**config.mk**
```make
export PLATFORM = sky130hd
export DESIGN_NAME = nibble_splitter
export DESIGN_NICKNAME = d
export VERILOG_FILES = /design/src/rtl/nibble_splitter.sv
export SDC_FILE = /design/constraint.sdc
export NUM_CORES = 1
export LEC_CHECK = 0
export ABC_AREA = 1
export BUFFER_PORTS_ARGS = -buffer_cell sky130_fd_sc_hd__buf_2
export CAP_MARGIN = 20
export CORE_MARGIN = 3
export CORE_UTILIZATION = 51
export CTS_CLUSTER_SIZE = 16
export DETAILED_ROUTE_END_ITERATION = 10
export PLACE_DENSITY_LB_ADDON = 0.05
export SLEW_MARGIN = 20
export SYNTH_ARGS = -nofsm -noshare
export SYNTH_HDL_FRONTEND = slang
export SYNTH_SLANG_ARGS = --single-unit
```
**constraint.sdc**
```tcl
create_clock -name clk -period 1.45 [get_ports clk]
set_input_delay 0.145 -clock clk [delete_from_list [all_inputs] [get_ports clk]]
set_output_delay 0.145 -clock clk [all_outputs]
set_load 0.01 [all_outputs]
```
**src/rtl/nibble_splitter.sv**
```systemverilog
// nibble_splitter: takes bytes on a valid/ready input stream and emits each
// one as two 4-bit nibbles on a valid/ready output stream. HI_FIRST selects
// whether the upper or the lower nibble leaves first. byte_count tallies
// fully emitted bytes for debug visibility.
module nibble_splitter #(
   parameter int HI_FIRST = 1
) (
   input  logic       clk,
   input  logic       rst_n,
   input  logic       in_valid,
   output logic       in_ready,
   input  logic [7:0] in_data,
   output logic       out_valid,
   input  logic       out_ready,
   output logic [3:0] out_data,
   output logic       out_last,
   output logic [7:0] byte_count
);

   typedef enum logic [1:0] {
      EMPTY  = 2'd0,
      FIRST  = 2'd1,
      SECOND = 2'd2
   } state_t;

   state_t     state;
   state_t     state_nxt;
   logic [7:0] hold;
   logic       run;
   logic [3:0] first_nib;
   logic [3:0] second_nib;
   logic       in_hs;
   logic       last_hs;

   // The nibble order is fixed at elaboration time.
   assign first_nib  = (HI_FIRST != 0) ? hold[7:4] : hold[3:0];
   assign second_nib = (HI_FIRST != 0) ? hold[3:0] : hold[7:4];

   assign in_hs   = in_valid && in_ready;
   assign last_hs = (state == SECOND) && out_ready;

   // run stays low throughout reset and rises on the first edge after
   // release, so in_ready is held low while rst_n is asserted.
   always_ff @(posedge clk or negedge rst_n) begin
      if (!rst_n) begin
         run <= 1'b0;
      end else begin
         run <= 1'b1;
      end
   end

   // State register.
   always_ff @(posedge clk or negedge rst_n) begin
      if (!rst_n) begin
         state <= EMPTY;
      end else begin
         state <= state_nxt;
      end
   end

   // Next-state and output decode. All outputs derive from registers, except
   // in_ready, which passes out_ready through in SECOND so that a new byte
   // can be accepted in the same cycle the previous byte finishes.
   always_comb begin
      state_nxt = state;
      in_ready  = 1'b0;
      out_valid = 1'b0;
      out_last  = 1'b0;
      // In EMPTY this keeps showing the last nibble that was driven, which
      // reads 0 after reset because hold is cleared.
      out_data  = second_nib;
      case (state)
         EMPTY: begin
            in_ready = run;
            if (in_valid && run) begin
               state_nxt = FIRST;
            end
         end
         FIRST: begin
            out_valid = 1'b1;
            out_data  = first_nib;
            if (out_ready) begin
               state_nxt = SECOND;
            end
         end
         SECOND: begin
            out_valid = 1'b1;
            out_last  = 1'b1;
            in_ready  = out_ready;
            if (out_ready) begin
               state_nxt = in_valid ? FIRST : EMPTY;
            end
         end
         default: begin
            state_nxt = EMPTY;
         end
      endcase
   end

   // The holding register captures the byte on every accepted input.
   always_ff @(posedge clk or negedge rst_n) begin
      if (!rst_n) begin
         hold <= 8'h00;
      end else if (in_hs) begin
         hold <= in_data;
      end
   end

   // Count bytes whose second nibble has been taken; wraps modulo 256.
   always_ff @(posedge clk or negedge rst_n) begin
      if (!rst_n) begin
         byte_count <= 8'h00;
      end else if (last_hs) begin
         byte_count <= byte_count + 8'd1;
      end
   end

endmodule

```
==> flow_metrics.tcl, run 1 <==
set metrics [dict create \
    p_sw_frac 0.425 \
    cp.required_ns 1.31 \
    die_w_um 51.2 \
    seqPwrFrac 0.340 \
    multi_input_area_um2 592 \
    drcViolationCount 0 \
    yosysTopAreaCellShare 0.456 \
    cp-end-kind "primary output" \
    finalCriticalPeriod_ns 1.52 \
    finalHoldViolCount 0 \
    clockBufferDepth 2 \
    slew_viol_final 0 \
    syn-instance-count 126 \
    yosys_warnings 0 \
    synth_nets 144 \
    grt_first_pass_wirelength_mm 3.84 \
    diodes 0 \
    row_count 15 \
    drtAntennaViolNets 0 \
    ys_seq_elements 19 \
    status "finished with violations" \
    crit_type "flip-flop to primary output" \
    timing.fmax_mhz 656 \
    fin_setup_tns_ns -0.317 \
    drtPass1Iterations 3 \
    numCtsBuffers 3 \
    vias 884 \
    gp_congestion 0.756 \
    track_usage 0.198 \
    post-route-period-util 1.05 \
    wl_per_cell_um 12.0 \
    insertion_delay_ns 0.29 \
    p_leak_nw 0.784 \
    die_h_um 51.2 \
    synth_top_area_cell "dfrtp_1" \
    coreArea_um2 1820 \
    start_util 0.573 \
    cts.sinks 19 \
    numPortBuffers 26 \
    syn-cell-area_um2 1040 \
    fill_cells 134 \
    combPwrFrac 0.558 \
    cts_tree "built" \
    power.internal_mw 1.51 \
    critPathMaxStageDelay_ns 0.43 \
    htreeDepth 1 \
    arrival_ns 1.38 \
    worstPathCellList "buf_6 -> ha_4 -> buf_6 -> nand2_1 -> nand2_1 -> buf_2" \
    layout_common_cells "37 x nand2_1, 26 x buf_2, 18 x dfrtp_1, 17 x inv_1, 11 x nand2_2" \
    place_hpwl_mm 1.47 \
    clock_power_share 0.102 \
    grt_overflow 0 \
    final_nets 189 \
    path_clk_slew_ns 0.11 \
    synth_seq_area_share 0.456 \
    setup_viol 5 \
    min_path_type "primary input to flip-flop" \
    synthTopCellsByArea "dfrtp_1 46%, nand2_1 17%, inv_1 7.9%, ha_1 7.2%, o21ai_2 6.7%" \
    synth.avg_cell_area_um2 8.27 \
    viasPerCell 4.53 \
    power.total_mw 2.62 \
    finClkSkew_ns 0.00119 \
    grt_max_degree 20 \
    violations "negative setup slack" \
    wirelength_mm 2.34 \
    drtIter0Drc 5 \
    ys_types 16 \
    fin_ws_ns -0.0736 \
    start_kind "flip-flop" \
    regArea_um2 477 \
    die_area_um2 2620 \
    area_growth_pct 40.8 \
    crit_fanout 4 \
    p_per_area_nw_per_um2 1790 \
    rsz0062_at_grt "yes" \
    maxCapViolCount 0 \
    cts-root-buf "clkbuf_4" \
    layout-drive-gt1-share 0.471 \
    grt_pass1_vias 896 \
    ir_drop_v 0.00125 \
    crit_slowest_cell "dfrtp_1" \
    power.switching_mw 1.11 \
    final_common_cell "nand2_1" \
    antenna_found_initial 0 \
    num_io_pins 27 \
]
==> layout make-up <==
type                            count  area share
Sequential cell                    19       0.325
Tap cell                           25      0.0213
Clock inverter                      1     0.00341
Clock buffer                        3      0.0153
Timing Repair Buffer               40       0.172
Inverter                           22      0.0597
Multi-Input combinational cell     85       0.403
==> routing by layer <==
| metal | GRT usage | vias up | share of wire |
|---|---|---|---|
| li1 | - | 465 | - |
| met1 | 0.245 | 402 | 0.47 |
| met2 | 0.337 | 15 | 0.50 |
| met3 | 0.0408 | 2 | 0.025 |
| met4 | 0.0717 | 0 | 0.0073 |
| met5 | 0 | - | 0 |
==> Yosys cell counts (all sizes together) <==
cell and n:
nor2 6, ha 6, o21ai 12, a21o 1, dfrtp 19, xor2 1, xnor2 2, nand3 5
buf 1, conb 1, inv 22, nand2 50
==> cells by family after synthesis <==
family                     share of synthesized area
AOI/OAI and AO/OA                             0.0936
xor gates and xnor gates                      0.0252
adders and majority gates                     0.0720
buffers and inverters                         0.0900
DFF                                            0.456
other                                        0.00360
and+or+nand+nor                                0.259
==> timing repair <==
action                     4_1_cts  5_1_grt
setup endpoints to repair        7       19
gates cloned                     1        0
pin swaps                        9        9
hold endpoints to repair        19        0
hold buffers                     1        0
buffers inserted                 8        3
resized for setup               22       17
==> per-stage QoR <==
step | worst slack (ns) | util | cell area, um^2 | hold WS, ns | std cells
floorplan | 0.0826 | - | 1040 | -0.151 | 126
global placement | 0.0431 | 0.663 | 1210 | 0.113 | 178
detailed placement | 0.0156 | 0.663 | 1210 | 0.115 | 178
CTS | -0.0641 | 0.769 | 1400 | 0.0749 | 192
global route | -0.134 | 0.806 | 1470 | 0.0764 | 195
finish | -0.0736 | 0.806 | 1470 | 0.0783 | 195
==> state kept, by name, indices dropped and copies added, names as in the netlist <==
signal and flops:
byte_count 8, hold 8, run 1, state 2
==> path summary, 6_finish.rpt <==
check                      startpoint            end  slack (ns)  depth (start not counted)
min in group asynchronous       rst_n  byte_count[2]        0.31                          2
setup reg to reg             state[0]        hold[7]        0.04                          8
max in group asynchronous       rst_n       state[1]        0.81                          2
hold / removal             in_data[4]        hold[4]        0.08                          3
setup / recovery             state[0]    out_data[2]       -0.07                          6
hold reg to reg               hold[7]        hold[7]        0.49                          2
==> worst max-delay path, delay by kind of cell (launching register included) <==
| kind | cells | cell delay [ns] |
|---|---|---|
| flops | 1 | 0.43 |
| fa+ha+maj | 1 | 0.17 |
| buf+inv | 3 | 0.39 |
| simple gates | 2 | 0.09 |
==> power groups by stage <==
stage          clock network (mW)  logic, mW  registers [mW]
6_report                    0.267       1.46           0.891
5_1_grt                     0.295       1.60           0.924
4_1_cts                     0.277       1.35           0.869
3_5_place_dp                    0       1.03           0.862
3_3_place_gp                    0      0.995           0.853
2_1_floorplan                   0      0.676           0.861
Power figures use the tool's default switching activity.
==> run 2: changes to the inputs <==
--- a/config.mk
+++ b/config.mk
@@ -6,7 +6,7 @@
 export NUM_CORES = 1
 export LEC_CHECK = 0
 export ABC_AREA = 1
-export BUFFER_PORTS_ARGS = -buffer_cell sky130_fd_sc_hd__buf_2
+export BUFFER_PORTS_ARGS = -buffer_cell sky130_fd_sc_hd__buf_4
 export CAP_MARGIN = 20
 export CORE_MARGIN = 3
 export CORE_UTILIZATION = 51
==> run 2 against run 1 <==
  * The run still ends with negative setup slack left
  * Non-clock buffer count down 5
  * Die area unchanged
  * Cell count down 2.6%
  * Global-route usage down 1.8 points
  * Register-to-register slack worse by 0.02 ns
  * Clock skew up 0.0095 ns
  * Combinational power up 9%
  * Largest cell class unchanged
  * Sequential share of layout area down 1.0 points
==> flow_metrics.tcl, run 2 (synthesis gave the netlist of run 1 again) <==
set metrics [dict create \
    arrival_ns 1.37 \
    antenna_found_initial 0 \
    grt.met1_usage 0.227 \
    drtIter0Drc 4 \
    grt_overflow 0 \
    diodes 0 \
    clockBufferDepth 2 \
    gp_congestion 0.763 \
    p_per_area_nw_per_um2 1830 \
    drcViolationCount 0 \
    maxCapViolCount 0 \
    die_h_um 51.2 \
    cts_tree "built" \
    clock_power_share 0.099 \
    finalCriticalPeriod_ns 1.52 \
    start_util 0.573 \
    min_path_type "primary input to flip-flop" \
    place_hpwl_mm 1.43 \
    final_nets 184 \
    timing.fmax_mhz 660 \
    combPwrFrac 0.572 \
    gr-usage-met2 0.313 \
    ir_drop_v 0.00120 \
    numCtsBuffers 3 \
    grt_util_met3 0.0292 \
    status "finished with violations" \
    path_clk_slew_ns 0.12 \
    rsz0062_at_grt "yes" \
    htreeDepth 1 \
    die_area_um2 2620 \
    track_usage 0.180 \
    insertion_delay_ns 0.30 \
    finClkSkew_ns 0.0107 \
    numPortBuffers 26 \
    crit_type "flip-flop to primary output" \
    finalHoldViolCount 0 \
    num_io_pins 27 \
    crit_fanout 4 \
    fin_ws_ns -0.0659 \
    cp.required_ns 1.31 \
    layout_common_cells "30 x nand2_1, 28 x buf_4, 17 x nand2_2, 17 x dfrtp_1, 16 x inv_1" \
    layout-drive-gt1-share 0.497 \
    viasPerCell 4.61 \
    power.switching_mw 1.17 \
    seqPwrFrac 0.330 \
    cts-root-buf "clkbuf_4" \
    p_leak_nw 0.784 \
    die_w_um 51.2 \
    final_common_cell "nand2_1" \
    setup_viol 5 \
    vias 876 \
    row_count 15 \
    drtAntennaViolNets 0 \
    holdWs_ns 0.0822 \
    drtPass1Iterations 4 \
    p_sw_frac 0.419 \
    slew_viol_final 0 \
    area_growth_pct 45.7 \
    top_regs "byte_count x8, hold x8, state x2" \
    grt_first_pass_wirelength_mm 3.52 \
    post-route-period-util 1.05 \
    wirelength_mm 2.32 \
    busiest_layer "met2" \
    wl_per_cell_um 12.2 \
    grt_max_degree 20 \
    power.internal_mw 1.61 \
    cts.sinks 19 \
    coreArea_um2 1820 \
    start_kind "flip-flop" \
    r2r_slack_ns 0.02 \
    cp-end-kind "primary output" \
    grt_pass1_vias 796 \
    violations "negative setup slack" \
    power.total_mw 2.78 \
    fin_setup_tns_ns -0.298 \
]
==> run 2: cell types whose count changed in the layout (fill, tap and decap cells not counted), moves of 2 or more <==
cell / previous run / this run
buf_6: 4 / 6
o21ai_0: 1 / 4
nand2_1: 37 / 30
buf_4: 9 / 28
o21ai_1: 3 / 0
buf_2: 26 / 0
nand3_2: 3 / 0
nand2_2: 11 / 17
inv_4: 2 / 4
nand3_1: 1 / 4
==> run 2: power by group through the flow <==
stage	clock, mW	combinational [mW]	sequential, mW
final	0.274	1.59	0.916
after global routing	0.306	1.73	0.946
after CTS	0.274	1.40	0.888
after detailed placement	0	1.12	0.864
after global placement	0	1.10	0.858
after floorplan	0	0.676	0.861
==> run 2: per-stage QoR <==
step	setup WS, ns	cell area [um^2]	std cells	util
finish	-0.0659	1520	190	0.834
global route	-0.135	1520	190	0.834
CTS	-0.0641	1440	188	0.792
detailed placement	0.0196	1270	178	0.699
global placement	0.0483	1270	178	0.699
floorplan	0.0826	1040	126	-
==> run 2: critical path, stage by stage (launching register included) <==
cell and delay, ns:
dfrtp_2 0.49, inv_4 0.10, ha_4 0.16, buf_6 0.12
nand2_2 0.05, nand2_2 0.07, buf_6 0.09
==> run 2: final timing paths <==
path,from,endpoint,cells past startpoint
max,state[1],out_data[1],6
min,in_data[7],hold[7],3
max reg2reg,state[0],hold[5],8
min reg2reg,hold[0],hold[0],2
max in group asynchronous,rst_n,state[0],2
min in group asynchronous,rst_n,byte_count[6],2
==> run 2: what timing repair did <==
action,CTS,global route
endpoints found under the hold margin,19,0
gates cloned,0,1
endpoints found under the setup margin,5,17
buffers inserted,5,1
hold buffers,1,0
gates resized for setup,27,21
pin swaps,9,8
==> run 2: layout make-up <==
class,count,area (um^2)
tap,25,31.3
clock buffer,3,22.5
multi-input combinational,85,602
fill,107,302
timing repair buffer,35,288
inverter,22,92.6
sequential,19,478
clock inverter,1,5.00
==> run 2: metal layers <==
metal,routed length [um],up-vias
met5,0,-
met4,7,0
met3,102,2
met2,1170,20
met1,1040,398
li1,-,456
